==> config.mk <==
export PLATFORM = sky130hd
export DESIGN_NAME = dkong3_obj_dma
export DESIGN_NICKNAME = d
export VERILOG_FILES = /design/src/rtl/dkong3_obj_dma.sv
export SDC_FILE = /design/constraint.sdc
export NUM_CORES = 1
export LEC_CHECK = 0
export ABC_AREA = 1
export CAP_MARGIN = 15
export CELL_PAD_IN_SITES_DETAIL_PLACEMENT = 1
export CELL_PAD_IN_SITES_GLOBAL_PLACEMENT = 1
export CORE_MARGIN = 4
export CORE_UTILIZATION = 39
export DETAILED_ROUTE_END_ITERATION = 8
export GPL_TIMING_DRIVEN = 0
export PLACE_DENSITY_LB_ADDON = 0.1
export RECOVER_POWER = 50
export SLEW_MARGIN = 10
export SYNTH_ARGS = -nofsm -noshare
export SYNTH_HDL_FRONTEND = slang
export SYNTH_SLANG_ARGS = --single-unit
==> constraint.sdc <==
create_clock -name I_CLK_24M -period 2.2 [get_ports I_CLK_24M]
set_input_delay 0.44 -clock I_CLK_24M [delete_from_list [all_inputs] [get_ports I_CLK_24M]]
set_output_delay 0.44 -clock I_CLK_24M [all_outputs]
set_load 0.005 [all_outputs]
==> src/rtl/dkong3_obj_dma.sv <==
// Object-RAM DMA engine: requests the CPU bus and copies LEN bytes from CPU work RAM
// into the selected object RAM bank, one byte every two I_CE steps.
module dkong3_obj_dma #(
    parameter int unsigned LEN      = 384,
    parameter logic [8:0]  DST_BASE = 9'h000
) (
    input  logic        I_CLK_24M,
    input  logic        I_RESETn,
    input  logic        I_CE,
    input  logic        I_CPU_WRn,
    input  logic        I_CPU_A,
    input  logic [7:0]  I_CPU_D,
    input  logic        I_BANK,
    output logic        O_BUSRQn,
    input  logic        I_BUSAKn,
    output logic [15:0] O_SRC_A,
    output logic        O_SRC_RDn,
    input  logic [7:0]  I_SRC_D,
    output logic [9:0]  O_OBJ_DMA_A,
    output logic [7:0]  O_OBJ_DMA_D,
    output logic        O_OBJ_DMA_CE,
    output logic        O_BUSY,
    output logic        O_DONE
);

    typedef enum logic [2:0] {
        S_IDLE,
        S_REQ,
        S_RD,
        S_WR,
        S_REL
    } state_t;

    localparam logic [8:0] LAST_IDX = 9'(LEN - 1);

    state_t      state_q;
    logic [7:0]  src_hi_q;
    logic [7:0]  src_hi_lat_q;
    logic        bank_q;
    logic [8:0]  idx_q;
    logic        busrq_n_q;
    logic        rd_n_q;
    logic        obj_ce_q;
    logic        busy_q;
    logic        done_q;
    logic [15:0] src_a_q;
    logic [9:0]  obj_a_q;
    logic [7:0]  obj_d_q;

    logic        reg_wr;
    logic        start;
    logic        hi_wr;
    logic [8:0]  idx_d;
    logic [15:0] src_a_d;
    logic [8:0]  dst_off_d;

    assign reg_wr    = I_CE & ~I_CPU_WRn;
    assign start     = reg_wr & I_CPU_A;
    assign hi_wr     = reg_wr & ~I_CPU_A;
    assign idx_d     = idx_q + 9'd1;
    assign src_a_d   = {src_hi_lat_q, 8'h00} + {7'b0, idx_d};
    assign dst_off_d = DST_BASE + idx_q;

    always_ff @(posedge I_CLK_24M or negedge I_RESETn) begin
        if (!I_RESETn) begin
            state_q      <= S_IDLE;
            src_hi_q     <= '0;
            src_hi_lat_q <= '0;
            bank_q       <= 1'b0;
            idx_q        <= '0;
            busrq_n_q    <= 1'b1;
            rd_n_q       <= 1'b1;
            obj_ce_q     <= 1'b0;
            busy_q       <= 1'b0;
            done_q       <= 1'b0;
            src_a_q      <= '0;
            obj_a_q      <= '0;
            obj_d_q      <= '0;
        end else begin
            // Pulses last one system clock regardless of the I_CE rate.
            obj_ce_q <= 1'b0;
            done_q   <= 1'b0;
            if (hi_wr) begin
                src_hi_q <= I_CPU_D;
            end
            if (I_CE) begin
                case (state_q)
                    S_IDLE: begin
                        if (start) begin
                            src_hi_lat_q <= src_hi_q;
                            bank_q       <= I_BANK;
                            idx_q        <= '0;
                            busy_q       <= 1'b1;
                            busrq_n_q    <= 1'b0;
                            state_q      <= S_REQ;
                        end
                    end
                    S_REQ: begin
                        if (!I_BUSAKn) begin
                            src_a_q <= {src_hi_lat_q, 8'h00};
                            rd_n_q  <= 1'b0;
                            state_q <= S_RD;
                        end
                    end
                    S_RD: begin
                        // A lost grant drops the strobe; on re-grant the read step is repeated.
                        if (I_BUSAKn) begin
                            rd_n_q <= 1'b1;
                        end else if (rd_n_q) begin
                            rd_n_q <= 1'b0;
                        end else begin
                            obj_d_q <= I_SRC_D;
                            obj_a_q <= {bank_q, dst_off_d};
                            rd_n_q  <= 1'b1;
                            state_q <= S_WR;
                        end
                    end
                    S_WR: begin
                        if (!I_BUSAKn) begin
                            obj_ce_q <= 1'b1;
                            if (idx_q == LAST_IDX) begin
                                busrq_n_q <= 1'b1;
                                busy_q    <= 1'b0;
                                state_q   <= S_REL;
                            end else begin
                                idx_q   <= idx_d;
                                src_a_q <= src_a_d;
                                rd_n_q  <= 1'b0;
                                state_q <= S_RD;
                            end
                        end
                    end
                    S_REL: begin
                        done_q  <= 1'b1;
                        state_q <= S_IDLE;
                    end
                    default: begin
                        state_q <= S_IDLE;
                    end
                endcase
            end
        end
    end

    assign O_BUSRQn     = busrq_n_q;
    assign O_SRC_A      = src_a_q;
    assign O_SRC_RDn    = rd_n_q;
    assign O_OBJ_DMA_A  = obj_a_q;
    assign O_OBJ_DMA_D  = obj_d_q;
    assign O_OBJ_DMA_CE = obj_ce_q;
    assign O_BUSY       = busy_q;
    assign O_DONE       = done_q;

endmodule

### Yosys cells after proc, flatten, opt, wreduce, memory -nomap -nowiden

Index checks and enable logic that the tools add are counted.

| word-level totals | value |
|---|---|
| logic and storage cells | 79 |
| input port bits | 23 |
| register bits | 68 |
| output and inout port bits | 39 |

| operators by class | value |
|---|---|
| bitwise operators | 7 |
| mux-type cells | 34 |
| reduce and logical (&&, ||, !) cells | 11 |
| add/sub/neg operators | 2 |
| eq/ne operators | 12 |

Operator list:

| operator | count |
|---|---|
| two-way mux 16 bit | 3 |
| one-hot mux 16 bit (2 select lines) | 1 |
| two-way mux 9 bit | 3 |
| AND reduction 5 bit | 4 |
| two-way mux 3 bit | 6 |
| one-hot mux 9 bit (2 select lines) | 1 |
| adder 16 x 9 -> 16 bit | 1 |
| two-way mux 1 bit | 16 |
| != test 2 bit (second input constant) | 7 |
| one-hot mux 3 bit (4 select lines) | 1 |
| adder 9 x 1 -> 9 bit (second input constant) | 1 |
| equality test 9 bit (second input constant) | 1 |
| equality test 3 x 2 -> 1 bit (second input constant) | 2 |
| AND reduction 6 bit | 1 |
| NOT 1 bit | 4 |
| one-hot mux 1 bit (2 select lines) | 2 |
| AND reduction 4 bit | 1 |
| nonzero test 2 bit | 2 |
| AND 1 bit | 3 |
| equality test 3 x 1 -> 1 bit (second input constant) | 1 |
| equality test 3 bit (second input constant) | 1 |
| logical NOT 3 bit | 1 |
| one-hot mux 1 bit (3 select lines) | 1 |
| AND reduction 3 bit | 1 |
| nonzero test 3 bit | 1 |

### Logic depth before layout (Yosys ltp)

Gate-level depths: netlist (run 1).

| logic depth | value |
|---|---|
| depth in word-level cells | 5 |
| depth in mapped cells | 17 |
| depth with buffers taken out | 17 |

### Worst setup path before layout (run 1)

Ideal clock, no wire load.

| timing path | value |
|---|---|
| path type | flip-flop to flip-flop |
| start point | register idx_q[0] |
| end point | register src_a_q[12], in the netlist O_SRC_A[12] |
| period minus slack after synthesis | 1.921 ns |
| cell stages (with the launch flop) | 16 |
| required time | 2.135 ns |
| data arrival time | 1.856 ns |
| setup slack | 0.279 ns |
| library setup time | 0.065 ns |
| path buffers | 0 |
| path through | dfrtp_1 > ha_1 > nand3_1 > inv_1 > nand2_1 > nand2_1 > nand2_1 > inv_1 > ha_1 > ha_1 > nand3_1 > xor2_1 > nand2_1 > o21ai_0 > nand2_1 > nand2_1 |

| on the way | value |
|---|---|
| cells in the longest elaborated chain, start to end | 5 |
| elaborated cells between the ends (all ways) | 8 |
| classes of those cells | add/sub (2); eq/ne (2); mux (3); reduce/logical (1) |

RTL lines:

| element | line | RTL |
|---|---|---|
| start, declared | 40 | `logic [8:0] idx_q;` |
| start signal, assigned | 126 | `idx_q <= idx_d;` |
| adder 9 x 1 -> 9 bit | 60 | `assign idx_d = idx_q + 9'd1;` |
| adder 16 x 9 -> 16 bit | 61 | `assign src_a_d = {src_hi_lat_q, 8'h00} + {7'b0, idx_d};` |
| two-way mux 16 bit | 121 | `if (idx_q == LAST_IDX) begin` |
| two-way mux 16 bit | 119 | `if (!I_BUSAKn) begin` |
| one-hot mux 16 bit (2 select lines) | 87 | `case (state_q)` |
| end signal, assigned | 100 | `src_a_q <= {src_hi_lat_q, 8'h00};` |
| end signal, assigned | 127 | `src_a_q <= src_a_d;` |
| end, declared | 46 | `logic [15:0] src_a_q;` |

Several ways; a longest one is shown, not always the timed one. The select of a mux whose other input is x is not followed.
A chain may end at the register's enable or synchronous reset.

### Final worst setup path (run 1)

Ends and elaborated chain as after synthesis.

==> results.py, run 1 <==
metrics = {
    "power": {
        "p_leak_nw": 1.974,
        "combPwrFrac": 0.368,
        "intPower_mw": 2.907,
        "switching_share": 0.3570,
        "powerDensity_nw_per_um2": 1091,
        "ir_worst_vdd_v": 0.0003681,
        "power_switching_mw": 1.614,
        "p_seq_frac": 0.405,
        "pwr-share-clk": 0.227,
    },
    "sta": {
        "hold_viol_final": 0,
        "fin_setup_tns_ps": 0,
        "max-slew-margin-rel": -0.05873,
        "fmax_ghz": 0.5092,
        "skew_ps": 6.873,
        "drv_slew": 28,
        "setup_viol": 0,
        "worst_pin_slew_ps": 1588,
        "post-route-min-period_ps": 1964,
        "min_period_over_period": 0.8926,
    },
    "clocking": {
        "clock_path_buffers": 2,
        "tritoncts": "built",
        "cts_buffers": 9,
        "clkTransAtPathRegs_ps": 80,
        "htree_levels": 3,
        "cts-root-buf": "clkbuf_8",
        "numClockSinks": 68,
        "clock_latency_ps": 350,
    },
    "yosys": {
        "async_flop_share": 1.000,
        "synth_cell_type_count": 28,
        "yosys_most_used_dff": "dfrtp_1",
        "syn_area_sq_um": 3134,
        "synth-edff-count": 0,
        "yosysTopAreaCellShare": 0.5269,
        "yosysTopAreaCell": "dfrtp_1",
        "synth_common_cells": "nand2_1 (139), dfrtp_1 (66), o21ai_0 (26), inv_1 (20), nor2_1 (19)",
        "ys_ff_latch": 68,
        "synth-warning-count": 0,
        "ys_seq_area_frac": 0.5437,
        "syn_nets": 376,
        "syn_inst": 350,
        "yosys-top-cells-area": "dfrtp_1 (53%), nand2_1 (17%), mux2_2 (5.7%), o21ai_0 (4.2%), nand3_1 (2.7%)",
        "synth.most_common_cell": "nand2_1",
        "synth.avg_cell_area_sq_um": 8.955,
    },
    "route": {
        "drc_errors": 0,
        "drtIter0Drc": 78,
        "first_pass_iters": 4,
        "drt-total-wl_mm": 7.822,
        "avgRoutedWirePerCell_um": 14.65,
        "vias": 2583,
        "via_per_inst": 4.837,
        "ant_nets": 0,
    },
    "floorplan": {
        "die_w_um": 97.65,
        "initial_utilization": 0.4035,
        "die_y_um": 97.65,
        "core_sq_um": 7767,
        "rows": 32,
        "ios": 62,
        "die_area_sq_um": 9535,
    },
    "cells_and_area": {
        "antenna_cells": 0,
        "stdcell_area_sq_um": 4143,
        "layout-drive-gt1-share": 0.1505,
        "area_growth_pct": 32.18,
        "nets": 453,
    },
    "critical_path": {
        "worstPathCellList": "ha_4 -> nand3_2 -> inv_1 -> nand2_1 -> nand2_1 -> nand2_1 -> inv_1 -> ha_2 -> ha_4 -> nand3_1 -> xor2_1 -> nand2_1 -> o21ai_0 -> nand2_1 -> nand2_1",
        "path_class": "register to register",
        "critPathRequiredTime_ps": 2450,
        "cpMostUsedCell": "nand2_1",
        "cpPeakStageDelay_ps": 430,
        "cpMaxStageDelayCell": "dfrtp_2",
        "endpoint_kind": "register",
        "start_kind": "register",
        "cp.arrival_ps": 2210,
        "reg2reg_depth": 15,
        "cp_max_fo": 5,
    },
    "placed_design": {
        "routabilityCongestion": 0.8193,
        "dp_hpwl_mm": 5.732,
        "io_buffers": 61,
        "place_area_sq_um": 3890,
    },
    "job": {
        "maxCapViolCount": 1,
    },
    "hold_path": {
        "min_path_type": "register to register",
        "hold_depth": 2,
    },
    "outcome": {
        "status": "finished with violations",
        "violations": "capacitance limit, slew limit",
    },
    "grt": {
        "antenna_found_initial": 0,
        "grt_pass1_wl_mm": 13.23,
        "grt_pass1_vias": 2673,
        "grt_remaining_overflow": 0,
        "grt_max_degree": 42,
        "grtUsageTotal": 0.1721,
    },
}
## sequential cells by signal, indices dropped and copies added (netlist names)
name	count
O_BUSRQn	1
O_BUSY	1
O_DONE	1
O_OBJ_DMA_A	10
O_OBJ_DMA_CE	1
O_OBJ_DMA_D	8
O_SRC_A	16
O_SRC_RDn	1
bank_q	1
idx_q	9
src_hi_lat_q	8
src_hi_q	8
state_q	3
## power groups by stage
| stage | Combinational [mW] | Clock [mW] | Sequential, mW |
|---|---|---|---|
| floorplan | 0.876 | 0 | 1.82 |
| CTS | 1.64 | 1.05 | 1.82 |
| detailed placement | 1.63 | 0 | 1.84 |
| finish | 1.66 | 1.03 | 1.83 |
| global route | 1.88 | 1.11 | 1.88 |
| global placement | 1.57 | 0 | 1.83 |
## final timing paths
| check | start | endpoint | slack, ps |
|---|---|---|---|
| setup / recovery | idx_q[0]$_DFFE_PN0P_ | O_SRC_A[12]$_DFFE_PN0P_ | 240 |
| hold / removal | src_hi_q[3]$_DFFE_PN0P_ | src_hi_lat_q[3]$_DFFE_PN0P_ | 470 |
| setup reg to reg | idx_q[0]$_DFFE_PN0P_ | O_SRC_A[12]$_DFFE_PN0P_ | 240 |
| hold reg to reg | src_hi_q[3]$_DFFE_PN0P_ | src_hi_lat_q[3]$_DFFE_PN0P_ | 470 |
| max in group asynchronous | I_RESETn | idx_q[0]$_DFFE_PN0P_ | 680 |
| min in group asynchronous | I_RESETn | O_OBJ_DMA_D[6]$_DFFE_PN0P_ | 480 |
## logic make-up (layout without fill, tap and decap cells)
family	Yosys count	count (layout)	share of synthesized area
AND/OR/NAND/NOR	194	194	0.2663
flip-flops	68	68	0.5437
AO/OA/AOI/OAI	31	31	0.05030
buffers and inverters	29	111	0.04112
multiplexers	21	21	0.07545
XOR/XNOR	4	4	0.01118
adder cells (fa/ha/maj)	3	3	0.01198
## layout make-up
| type | count | area [sq um] |
|---|---|---|
| plain buffers | 7 | 46.29 |
| clock buffers | 9 | 123.9 |
| clock inverters | 7 | 66.31 |
| fillers | 916 | 3625 |
| inverters | 22 | 82.58 |
| multi-input cells | 253 | 1336 |
| flip-flops and latches | 68 | 1705 |
| well taps | 102 | 127.6 |
| repair buffers | 66 | 654.4 |
## layer usage
layer  track usage  vias to the layer above  wire length [um]
met3       0.04307                        9               346
met5             0                        -                 0
met4       0.06283                        0               127
met1        0.2087                     1244              3392
met2        0.2952                       56              3955
li1              -                     1274                 -
## worst max-delay path: cells and delay by family (launching register included)
| kind | cells | cell delay [ps] |
|---|---|---|
| buffers and inverters | 2 | 170 |
| AND/OR/NAND/NOR | 8 | 530 |
| flip-flops | 1 | 430 |
| adder cells (fa/ha/maj) | 3 | 500 |
| AO/OA/AOI/OAI | 1 | 70 |
| XOR/XNOR | 1 | 150 |
## what timing repair did
action                                  4_1_cts  5_1_grt
resized for setup                             1       11
hold buffers                                  0        0
buffers inserted                              0        4
pin swaps                                     0        1
endpoints found under the setup margin        1        7
## cell usage in the layout, fill, tap and decap left out, types with 2 or more instances in the layout
| cell | instances |
|---|---|
| buf_6 | 2 |
| nor2_4 | 4 |
| a21oi_1 | 4 |
| buf_4 | 4 |
| clkdlybuf4s50_1 | 56 |
| nand3_1 | 17 |
| nand3_2 | 2 |
| clkbuf_8 | 9 |
| o21ai_1 | 2 |
| inv_2 | 2 |
| dlygate4sd3_1 | 4 |
| clkbuf_1 | 2 |
| xor2_1 | 3 |
| dfstp_2 | 2 |
| clkinv_2 | 4 |
| nor2_2 | 2 |
| mux2_2 | 16 |
| buf_2 | 4 |
| dfrtp_1 | 65 |
| nor3_1 | 3 |
| o21ai_0 | 24 |
| nor2_1 | 18 |
| nand2_1 | 139 |
| ha_4 | 2 |
| inv_1 | 20 |
| nand2_2 | 4 |
| mux2_1 | 5 |
## per-stage QoR
step	std cells	util	hold slack (ps)	total power, mW	setup WS (ps)
after global routing	534	0.5333	499.3	4.872	-11.42
after global placement	513	0.4986	457.3	3.399	-1640
after CTS	530	0.5256	9.974	4.517	16.40
final	534	0.5333	472.4	4.521	236.2
after detailed placement	514	0.5008	389.8	3.475	12.64
after floorplan	350	-	144.4	2.691	279.3
No activity file was read; power rests on OpenSTA's default activity.
==> run 2: changes to the inputs <==
- GPL_TIMING_DRIVEN: 0 -> not set
==> run 2 against run 1 <==
The flow still finishes with violations (capacitance limit, slew limit). Critical endpoint unchanged. Core utilization rose by 0.56 points. Wire length fell by 0.56%. Largest cell class unchanged. Combinational power fell by 5%. Clock skew barely moved. Critical path type unchanged. Die area did not move. Highest routed layer unchanged.
==> results.py, run 2 (same netlist as run 1, synthesis figures left out) <==
metrics = {
    "job": {
        "maxCapViolCount": 1,
    },
    "sta": {
        "post-route-min-period_ps": 2012,
        "hold_slack_ps": 477.7,
        "min_period_over_period": 0.9144,
        "hold_viol_final": 0,
        "fin_setup_tns_ps": 0,
        "drv_slew": 69,
        "fmax_ghz": 0.4971,
        "max-slew-margin-rel": -0.1040,
        "worst_pin_slew_ps": 1656,
        "skew_ps": 7.084,
        "setup_viol": 0,
        "rsz0062_at_grt": "false",
    },
    "placed_design": {
        "routabilityCongestion": 0.7870,
        "io_buffers": 61,
        "dp_hpwl_mm": 5.491,
    },
    "clocking": {
        "hold_buffers": 0,
        "clock_latency_ps": 350,
        "htree_levels": 3,
        "cts_buffers": 9,
        "clkTransAtPathRegs_ps": 80,
        "cts-root-buf": "clkbuf_8",
        "numClockSinks": 68,
        "clock_path_buffers": 2,
        "tritoncts": "built",
    },
    "cells_and_area": {
        "multiInputGateArea_sq_um": 1331,
        "nets": 452,
        "layout_common_cells": "nand2_1 (138), dfrtp_1 (66), clkdlybuf4s50_1 (55)",
        "area_growth_pct": 33.57,
        "seqCellArea_sq_um": 1704,
        "antenna_cells": 0,
        "layout-drive-gt1-share": 0.1531,
        "fillers": 920,
        "layout_commonest_cell": "nand2_1",
        "largest_reg_flops": 16,
    },
    "critical_path": {
        "rr_endpoint": "O_SRC_A[12]$_DFFE_PN0P_",
        "worstPathCellList": "ha_2 -> nand3_1 -> inv_1 -> nand2_1 -> nand2_1 -> nand2_1 -> inv_1 -> ha_2 -> ha_4 -> nand3_1 -> xor2_1 -> nand2_1 -> o21ai_0 -> nand2_1 -> nand2_1",
        "reg2reg_depth": 15,
        "critPathRequiredTime_ps": 2450,
        "cp_max_fo": 4,
        "reg2reg_setup_slack_ps": 190,
        "cpMaxStageDelayCell": "dfrtp_1",
        "cpPeakStageDelay_ps": 390,
        "cp.arrival_ps": 2260,
        "start_kind": "register",
        "reg2reg_from": "idx_q[1]$_DFFE_PN0P_",
        "endpoint_kind": "register",
        "path_class": "register to register",
        "worst-path-buf-inv": 2,
        "crit_family": "adder cells",
        "cpMostUsedCell": "nand2_1",
    },
    "floorplan": {
        "die_w_um": 97.65,
        "initial_utilization": 0.4035,
        "rows": 32,
        "die_y_um": 97.65,
        "core_sq_um": 7767,
        "ios": 62,
        "die_area_sq_um": 9535,
    },
    "grt": {
        "antenna_found_initial": 0,
        "grtUsageTotal": 0.1794,
        "grt_pass1_wl_mm": 13.68,
        "grt_pass1_vias": 2736,
        "grt_remaining_overflow": 0,
        "grt_max_degree": 69,
    },
    "route": {
        "drc_errors": 0,
        "via_per_inst": 4.901,
        "drt-total-wl_mm": 7.778,
        "ant_nets": 0,
        "first_pass_iters": 6,
        "avgRoutedWirePerCell_um": 14.59,
        "drtIter0Drc": 74,
        "vias": 2612,
    },
    "hold_path": {
        "hold_depth": 2,
        "min_to": "src_hi_lat_q[1]$_DFFE_PN0P_",
        "worstHoldStart": "src_hi_q[1]$_DFFE_PN0P_",
        "min_path_type": "register to register",
    },
    "power": {
        "p_leak_nw": 2.001,
        "p_total_mw": 4.742,
        "powerDensity_nw_per_um2": 1133,
        "ir_worst_vdd_v": 0.0003834,
    },
    "outcome": {
        "status": "finished with violations",
        "violations": "capacitance limit, slew limit",
    },
}
==> run 2: area by class of cell <==
| type | instances | share of cell area |
|---|---|---|
| flip-flops and latches | 68 | 0.4071 |
| multi-input cells | 253 | 0.3180 |
| repair buffers | 72 | 0.1629 |
| clock buffers | 11 | 0.03616 |
| well taps | 102 | 0.03048 |
| clock inverters | 5 | 0.02570 |
| inverters | 22 | 0.01973 |
==> run 2: power breakdown <==
group / internal, mW / switching [mW]
combinational: 0.754 / 0.821
clock: 0.819 / 0.494
sequential: 1.60 / 0.256
total: 3.17 / 1.57
==> run 2: timing repair <==
action                     in CTS  in global routing
resized for setup               0                  9
setup endpoints to repair       0                  5
setup buffers                   0                  3
==> run 2: worst max path at each step <==
stage | startpoint | to | slack (ps) | cells past startpoint
final | idx_q[1]$_DFFE_PN0P_ | O_SRC_A[12]$_DFFE_PN0P_ | 190 | 15
after global routing | idx_q[1]$_DFFE_PN0P_ | O_SRC_A[12]$_DFFE_PN0P_ | 1 | 15
after CTS | idx_q[0]$_DFFE_PN0P_ | O_SRC_A[12]$_DFFE_PN0P_ | 80 | 15
after detailed placement | I_CE | O_OBJ_DMA_D[0]$_DFFE_PN0P_ | 80 | 6
after global placement | idx_q[0]$_DFFE_PN0P_ | O_SRC_A[12]$_DFFE_PN0P_ | 130 | 15
after floorplan | idx_q[0]$_DFFE_PN0P_ | O_SRC_A[12]$_DFFE_PN0P_ | 280 | 15
==> run 2: stage by stage <==
stage	cell area, sq um	setup WS (ps)	instances	utilization
2_1_floorplan	3134	279.3	350	-
6_report	4187	188.2	533	0.5390
5_1_grt	4187	1.265	533	0.5390
3_5_place_dp	3894	75.90	514	0.5013
4_1_cts	4153	81.85	530	0.5346
3_3_place_gp	3894	130.7	514	0.5013
==> run 2: worst register-to-register path, cell delays in order, from the launching register on <==
cell	delay (ps)
dfrtp_1	390
ha_2	210
nand3_1	110
inv_1	100
nand2_1	50
nand2_1	50
nand2_1	60
inv_1	60
ha_2	200
ha_4	150
nand3_1	100
xor2_1	160
nand2_1	60
o21ai_0	80
nand2_1	80
nand2_1	40
==> run 2: routing by layer <==
metal  part of all wire  GRT usage  wire [um]  vias up
met5                  0          0          0        -
met4              0.029    0.08413        224        0
met3              0.041    0.04092        320       19
met2               0.50     0.3015       3855       59
met1               0.43     0.2175       3377     1258
li1                   -          -          -     1276
